$ cat config.mk
export PLATFORM = sky130hd
export DESIGN_NAME = nibble_serial_adder
export DESIGN_NICKNAME = d
export VERILOG_FILES = /design/src/rtl/nibble_serial_adder_pkg.sv /design/src/rtl/nibble_serial_adder_csa.sv /design/src/rtl/nibble_serial_adder.sv
export SDC_FILE = /design/constraint.sdc
export NUM_CORES = 1
export LEC_CHECK = 0
export ABC_AREA = 1
export CAP_MARGIN = 20
export CORE_MARGIN = 2
export CORE_UTILIZATION = 40
export DETAILED_ROUTE_END_ITERATION = 7
export PLACE_DENSITY = 0.73
export SLEW_MARGIN = 30
export SYNTH_ARGS = -nofsm -noshare
export SYNTH_HDL_FRONTEND = slang
export SYNTH_SLANG_ARGS = --single-unit
$ cat constraint.sdc
create_clock -name clk -period 3.2 [get_ports clk]
set_clock_uncertainty 0.15 [all_clocks]
set_input_delay 0.64 -clock clk [delete_from_list [all_inputs] [get_ports clk]]
set_output_delay 0.64 -clock clk [all_outputs]
set_load 0.005 [all_outputs]
$ cat src/rtl/nibble_serial_adder_pkg.sv
// nibble_serial_adder_pkg: shared state encoding, nibble width and step-count helper
package nibble_serial_adder_pkg;
  localparam int NIBBLE_W = 4;
  typedef enum logic [1:0] {IDLE = 2'd0, RUN = 2'd1, DONE = 2'd2} state_e;
  function automatic int num_steps(input int width);
    return width / NIBBLE_W;
  endfunction
endpackage

$ cat src/rtl/nibble_serial_adder_csa.sv
// Carry_skip_adder: 4-bit ripple adder whose carry-out bypasses the chain when all bits propagate
module Carry_skip_adder (
  output logic [3:0] sum,
  output logic       carry,
  input  logic [3:0] a,
  input  logic [3:0] b,
  input  logic       cin
);
  logic [3:0] p, g;
  logic [4:0] c;
  always_comb begin
    p = a ^ b;
    g = a & b;
    c[0] = cin;
    for (int i = 0; i < 4; i++) c[i+1] = g[i] | (p[i] & c[i]);
    sum = p ^ c[3:0];
    carry = &p ? cin : c[4];
  end
endmodule

$ cat src/rtl/nibble_serial_adder.sv
// nibble_serial_adder: WIDTH-bit adder sequenced one nibble per clock through a single carry-skip cell
module nibble_serial_adder
  import nibble_serial_adder_pkg::*;
#(
  parameter int WIDTH = 16
) (
  input  logic             clk,
  input  logic             rst_n,
  input  logic             start,
  input  logic [WIDTH-1:0] a,
  input  logic [WIDTH-1:0] b,
  input  logic             cin,
  output logic             busy,
  output logic             done,
  output logic [WIDTH-1:0] sum,
  output logic             carry
);
  localparam int K  = num_steps(WIDTH);
  localparam int IW = K > 1 ? $clog2(K) : 1;
  state_e state_q, state_d;
  logic [IW-1:0] idx_q, idx_d;
  logic [WIDTH-1:0] a_q, a_d, b_q, b_d, acc_q, acc_d, sum_q, sum_d;
  logic c_q, c_d, carry_q, carry_d, busy_q, busy_d, done_q, done_d;
  logic [NIBBLE_W-1:0] cell_sum;
  logic cell_co, accept;
  Carry_skip_adder u_cell (
    .sum   (cell_sum),
    .carry (cell_co),
    .a     (a_q[NIBBLE_W-1:0]),
    .b     (b_q[NIBBLE_W-1:0]),
    .cin   (c_q)
  );
  // DONE accepts a new start directly so back-to-back issue runs every K+1 cycles
  always_comb begin
    accept = start && (state_q == IDLE || state_q == DONE);
    state_d = state_q;
    idx_d = idx_q;
    a_d = a_q;
    b_d = b_q;
    c_d = c_q;
    acc_d = acc_q;
    sum_d = sum_q;
    carry_d = carry_q;
    done_d = 1'b0;
    if (accept) begin
      a_d = a;
      b_d = b;
      c_d = cin;
      idx_d = '0;
      state_d = RUN;
    end else if (state_q == RUN) begin
      acc_d = (acc_q >> NIBBLE_W) | (WIDTH'(cell_sum) << (WIDTH - NIBBLE_W));
      a_d = a_q >> NIBBLE_W;
      b_d = b_q >> NIBBLE_W;
      c_d = cell_co;
      idx_d = idx_q + 1'b1;
      if (idx_q == IW'(K - 1)) begin
        state_d = DONE;
        done_d = 1'b1;
        sum_d = acc_d;
        carry_d = cell_co;
      end
    end else begin
      state_d = IDLE;
    end
    busy_d = state_d != IDLE;
  end
  always_ff @(posedge clk or negedge rst_n) begin
    if (!rst_n) begin
      state_q <= IDLE;
      idx_q <= '0;
      a_q <= '0;
      b_q <= '0;
      c_q <= 1'b0;
      acc_q <= '0;
      sum_q <= '0;
      carry_q <= 1'b0;
      busy_q <= 1'b0;
      done_q <= 1'b0;
    end else begin
      state_q <= state_d;
      idx_q <= idx_d;
      a_q <= a_d;
      b_q <= b_d;
      c_q <= c_d;
      acc_q <= acc_d;
      sum_q <= sum_d;
      carry_q <= carry_d;
      busy_q <= busy_d;
      done_q <= done_d;
    end
  end
  assign busy = busy_q;
  assign done = done_q;
  assign sum = sum_q;
  assign carry = carry_q;
endmodule

---- After elaboration in Yosys (flattened, before gate mapping) ----
Index checks and enable logic that the tools add are counted.
storage, ports and cells
  word-level logic and storage cells ...... 50
  output and inout bits ................... 19
  register bits ........................... 72
  input bits .............................. 36
operators by class
  bitwise logic cells ..................... 13
  add/subtract/negate cells ............... 1
  multiplexer cells ....................... 15
  eq/ne operators ......................... 3
  reduce and logical (&&, ||, !) cells .... 8
operator list
  cell                   count
  $mux W16               4
  $or A12 B16 Y16        1
  $mux W2                5
  $xor A4 B4 Y4          2
  $mux W1                6
  $and A1 B1 Y1          4
  $and A4 B4 Y4          1
  $eq A2 B2 Y1 const B   2
  $or A1 B1 Y1           4
  $reduce_and A4 Y1      1
  $reduce_bool A2 Y1     2
  $reduce_and A3 Y1      1
  $add A2 B1 Y2 const B  1
  $eq A2 B1 Y1 const B   1
  $logic_not A2 Y1       1
  $reduce_and A2 Y1      1
  $logic_and A1 B1 Y1    1
  $logic_or A1 B1 Y1     1
  $not A1 Y1             1

---- Logic depth before layout (Yosys ltp) ----
  word-level depth ........................ 12
  gate-level depth with buffers ........... 10

---- Hierarchy ----
From an unflattened synthesis, not the netlist that was laid out.
unflattened totals
  cell total of the unflattened synthesis .. 376
  area total of the unflattened synthesis .. 3181.8 um^2
by module, submodules not included
  module               cells each  instances  area an instance (um^2)
  nibble_serial_adder  352         1          2990.4
  Carry_skip_adder     24          1          191.4

---- Worst setup path after synthesis ----
No wires, ideal clock.
  kind .................................... flip-flop to flip-flop
  from .................................... register a_q[0]
  to ...................................... register acc_q[15]
  data arrival time ....................... 1987 ps
  required time ........................... 2967 ps
  path slack .............................. 980 ps
  cell stages (with the launch flop) ...... 9
  path through ............................ dfrtp_1 > inv_1 > fa_1 > inv_1 > fa_1 > fa_1 > inv_1 > fa_1 > o21ai_0
between the ends
  word-level cells in the longest chain between the ends .. 9
  elaborated cells between the ends (all ways) .. 10
ends and longest elaborated chain
  item                    line                           text
  start, declared         nibble_serial_adder.sv:22      logic [WIDTH-1:0] a_q, a_d, b_q, b_d, acc_q, acc_d, sum_q, sum_d;
  start signal, assigned  nibble_serial_adder.sv:72      a_q <= '0;
  start signal, assigned  nibble_serial_adder.sv:83      a_q <= a_d;
  $xor A4 B4 Y4           nibble_serial_adder_csa.sv:12  p = a ^ b;
  $and A1 B1 Y1           nibble_serial_adder_csa.sv:15  for (int i = 0; i < 4; i++) c[i+1] = g[i] | (p[i] & c[i]);
  $or A1 B1 Y1 (*)        nibble_serial_adder_csa.sv:15
  $and A1 B1 Y1 (*)       nibble_serial_adder_csa.sv:15
  $or A1 B1 Y1 (*)        nibble_serial_adder_csa.sv:15
  $and A1 B1 Y1 (*)       nibble_serial_adder_csa.sv:15
  $or A1 B1 Y1 (*)        nibble_serial_adder_csa.sv:15
  $xor A4 B4 Y4 (*)       nibble_serial_adder_csa.sv:16  sum = p ^ c[3:0];
  $or A12 B16 Y16 (*)     nibble_serial_adder.sv:52      acc_d = (acc_q >> NIBBLE_W) | (WIDTH'(cell_sum) << (WIDTH - NIBBLE_W));
  end signal, assigned    nibble_serial_adder.sv:75      acc_q <= '0;
  end signal, assigned    nibble_serial_adder.sv:86      acc_q <= acc_d;
  end, declared           nibble_serial_adder.sv:22
Every way passes the cells marked *; elsewhere a longest branch is shown, timed or not.
A chain may end at the register's enable or synchronous reset.

---- Final worst setup path ----
  from .................................... register b_q[0]
  to ...................................... register acc_q[15]
between the ends
  word-level cells in the longest chain between the ends .. 9
  elaborated cells between the ends (all ways) .. 10
ends and longest elaborated chain
  item                    line                           text
  start, declared         nibble_serial_adder.sv:22
  start signal, assigned  nibble_serial_adder.sv:73      b_q <= '0;
  start signal, assigned  nibble_serial_adder.sv:84      b_q <= b_d;
  $xor A4 B4 Y4           nibble_serial_adder_csa.sv:12
  $and A1 B1 Y1           nibble_serial_adder_csa.sv:15
  $or A1 B1 Y1 (*)        nibble_serial_adder_csa.sv:15
  $and A1 B1 Y1 (*)       nibble_serial_adder_csa.sv:15
  $or A1 B1 Y1 (*)        nibble_serial_adder_csa.sv:15
  $and A1 B1 Y1 (*)       nibble_serial_adder_csa.sv:15
  $or A1 B1 Y1 (*)        nibble_serial_adder_csa.sv:15
  $xor A4 B4 Y4 (*)       nibble_serial_adder_csa.sv:16
  $or A12 B16 Y16 (*)     nibble_serial_adder.sv:52
Marked as above.

==> results_dict.tcl <==
set metrics [dict create \
    track_usage_pct 15.3 \
    cp.arrival_ps 2450 \
    cts_max_level 3 \
    status "finished, final reports clean" \
    power.density_mw_per_mm2 958 \
    antenna_found_initial 0 \
    synth_area_mm2 0.00291 \
    die_area_mm2 0.00798 \
    drt_iter0_drc 113 \
    port_buffers 54 \
    die_y_um 89.3 \
    yosys.area.top_type "dfrtp_1" \
    cts_setup_buffers 0 \
    synth_top_area_share_pct 58.4 \
    syn_nets 365 \
    rows 31 \
    synthToLayoutAreaGrowth_pct 27.3 \
    cap_violations 0 \
    ctsResizeCount 0 \
    synth-edff-count 0 \
    timing.slew.headroom_pct 50.4 \
    power_frac_clock_pct 21.6 \
    ios 55 \
    synth_flop_cell "dfrtp_1" \
    combPwrFrac_pct 37.1 \
    grt-ovfl-total 0 \
    drv_slew 0 \
    synthArstFlopShare_pct 100 \
    dp_hpwl_um 3650 \
    ir_worst_vdd_mv 0.383 \
    viasPerCell 4.57 \
    fin_crit_ps 2350 \
    switchingPower_mw 1.29 \
    grt_max_degree 38 \
    leakagePower_nw 1.81 \
    rr_worst_depth 8 \
    initial_utilization_pct 40.8 \
    worst_slew_pin_slew_ps 744 \
    cts_buffers 9 \
    max_freq_ghz 0.425 \
    seq_area_frac_synth_pct 58.4 \
    setup_viol 0 \
    worst_hold_path_type "in2async" \
    finalCritPeriodShare_pct 73.5 \
    synth_cell_type_count 17 \
    drc 0 \
    synth_top_cells_by_count "144 x nand2_1, 68 x dfrtp_1, 27 x nand3_1" \
    ctsHoldBuffers 0 \
    grt_first_pass_wirelength_um 9120 \
    yosysMostFrequentCell "nand2_1" \
    worstSetupPathType "reg2reg" \
    nFillCells 693 \
    first_pass_iters 4 \
    worstPathMaxFanout 3 \
    rr_startpoint "b_q[0]$_DFFE_PN0P_" \
    power_switching_share_pct 36.2 \
    ant_nets 0 \
    cts_tree "yes" \
    cp.required_ps 3300 \
    syn_inst 320 \
    clk_latency_ps 340 \
    ys_warn_count 0 \
    clock_path_buffers 2 \
    r2r_slack_ps 850 \
    diodes 0 \
    final_nets 418 \
    totalPowerFinal_mw 3.55 \
    grt_pass1_vias 2039 \
    synth.ff_latch_count 68 \
    via_count 2179 \
    finalHoldViolCount 0 \
    gp_congestion 0.774 \
    critPathCaptureType "flop" \
    core-area_mm2 0.00714 \
    syn_area_per_cell_um2 9.10 \
    die_w_um 89.3 \
    clock_sinks 68 \
    internal-power_mw 2.26 \
    r2r-end "acc_q[15]$_DFFE_PN0P_" \
    synthTopCellsByArea "dfrtp_1 58%, nand2_1 19%, nand3_1 4.6%" \
    tns_ps 0 \
    drt-wirelength-per-cell_um 11.1 \
    routed_wl_um 5320 \
    pwr-share-seq_pct 41.4 \
    clockRootBuffer "clkbuf_8" \
    rsz0062_at_grt "false" \
    cts.reportedPaths.clkPinSlew_ps 70 \
    crit_path_start_kind "flop" \
    final_layout_size_suffix_gt1_share_pct 7.67 \
]
area by class of cell:
class | count | area [µm²] | share of cell area [%]
inverter | 25 | 93.8 | 2.53
multi-input combinational | 213 | 1010 | 27.2
tap | 99 | 124 | 3.34
timing repair buffer | 56 | 563 | 15.2
clock buffer | 11 | 141 | 3.82
clock inverter | 5 | 75.1 | 2.03
sequential | 68 | 1700 | 45.9
cells in the final DEF (no fill, tap or decap):
cell type / netlist / final
nand2_1: 144 / 144
clkbuf_1: 1 / 1
buf_4: 1 / 1
clkinv_2: 0 / 3
nor2_4: 1 / 1
inv_1: 22 / 22
a21oi_1: 1 / 1
o21ai_0: 21 / 21
inv_2: 3 / 3
bufinv_16: 0 / 2
clkbuf_8: 0 / 10
buf_12: 0 / 1
fa_1: 4 / 4
nand2_2: 2 / 2
dfrtp_1: 68 / 68
nand3_1: 27 / 27
ha_1: 5 / 5
nor2_1: 3 / 3
buf_2: 6 / 1
clkdlybuf4s50_1: 0 / 53
o21ai_2: 5 / 5
power groups by stage:
stage          clock [mW]  sequential, mW  combinational (mW)
2_1_floorplan           0            1.44               0.988
3_3_place_gp            0            1.47                1.30
3_5_place_dp            0            1.48                1.35
4_1_cts             0.784            1.47                1.36
5_1_grt             0.828            1.52                1.54
6_report            0.766            1.47                1.32
per-layer routing:
layer,up-vias,global-route usage (%),routed length [µm],part of all wire (%)
met3,8,6.74,324,6.1
met2,63,24.6,2490,47
met4,0,4.88,67,1.3
met5,-,0,0,0
li1,1095,-,-,-
met1,1013,18.7,2440,46
registers in the layout (all words and copies together) (netlist names):
register  cells
a_q          16
b_q          16
sum          16
acc_q        12
idx_q         2
state_q       2
busy          1
c_q           1
carry         1
done          1
worst max-delay path by stage:
stage                       startpoint               endpoint  slack (ps)  cells after the start
floorplan           a_q[0]$_DFFE_PN0P_  acc_q[15]$_DFFE_PN0P_         980                      8
global placement    b_q[0]$_DFFE_PN0P_  acc_q[15]$_DFFE_PN0P_         920                      8
detailed placement  b_q[0]$_DFFE_PN0P_  acc_q[15]$_DFFE_PN0P_         850                      8
CTS                 b_q[0]$_DFFE_PN0P_  acc_q[15]$_DFFE_PN0P_         830                      8
global route           c_q$_DFFE_PN0P_  acc_q[15]$_DFFE_PN0P_         720                      8
finish              b_q[0]$_DFFE_PN0P_  acc_q[15]$_DFFE_PN0P_         850                      8
stage by stage:
step / utilization [%] / area, µm² / setup slack [ps] / cells / hold slack, ps
global route: 51.9 / 3710 / 716 / 477 / 253
global placement: 48.9 / 3490 / 919 / 461 / 303
detailed placement: 48.9 / 3490 / 850 / 461 / 309
finish: 51.9 / 3710 / 850 / 477 / 207
floorplan: - / 2910 / 980 / 320 / 194
CTS: 51.9 / 3710 / 834 / 477 / 220
worst max-delay path, stage by stage, from the launching register on:
cell and delay [ps]:
dfrtp_1 410, inv_1 90, fa_1 170, inv_1 50, fa_1 370, fa_1 360
inv_1 70, fa_1 410, o21ai_0 170
cell families (layout without fill, tap and decap cells):
group / count (synthesis) / after routing / synth area share [%]
buffers and inverters: 39 / 97 / 6.96
AND/OR/NAND/NOR: 177 / 177 / 24.4
adder cells (fa/ha/maj): 9 / 9 / 4.90
AO/OA/AOI/OAI: 27 / 27 / 5.29
flip-flops: 68 / 68 / 58.4
Power figures use the tool's default switching activity.
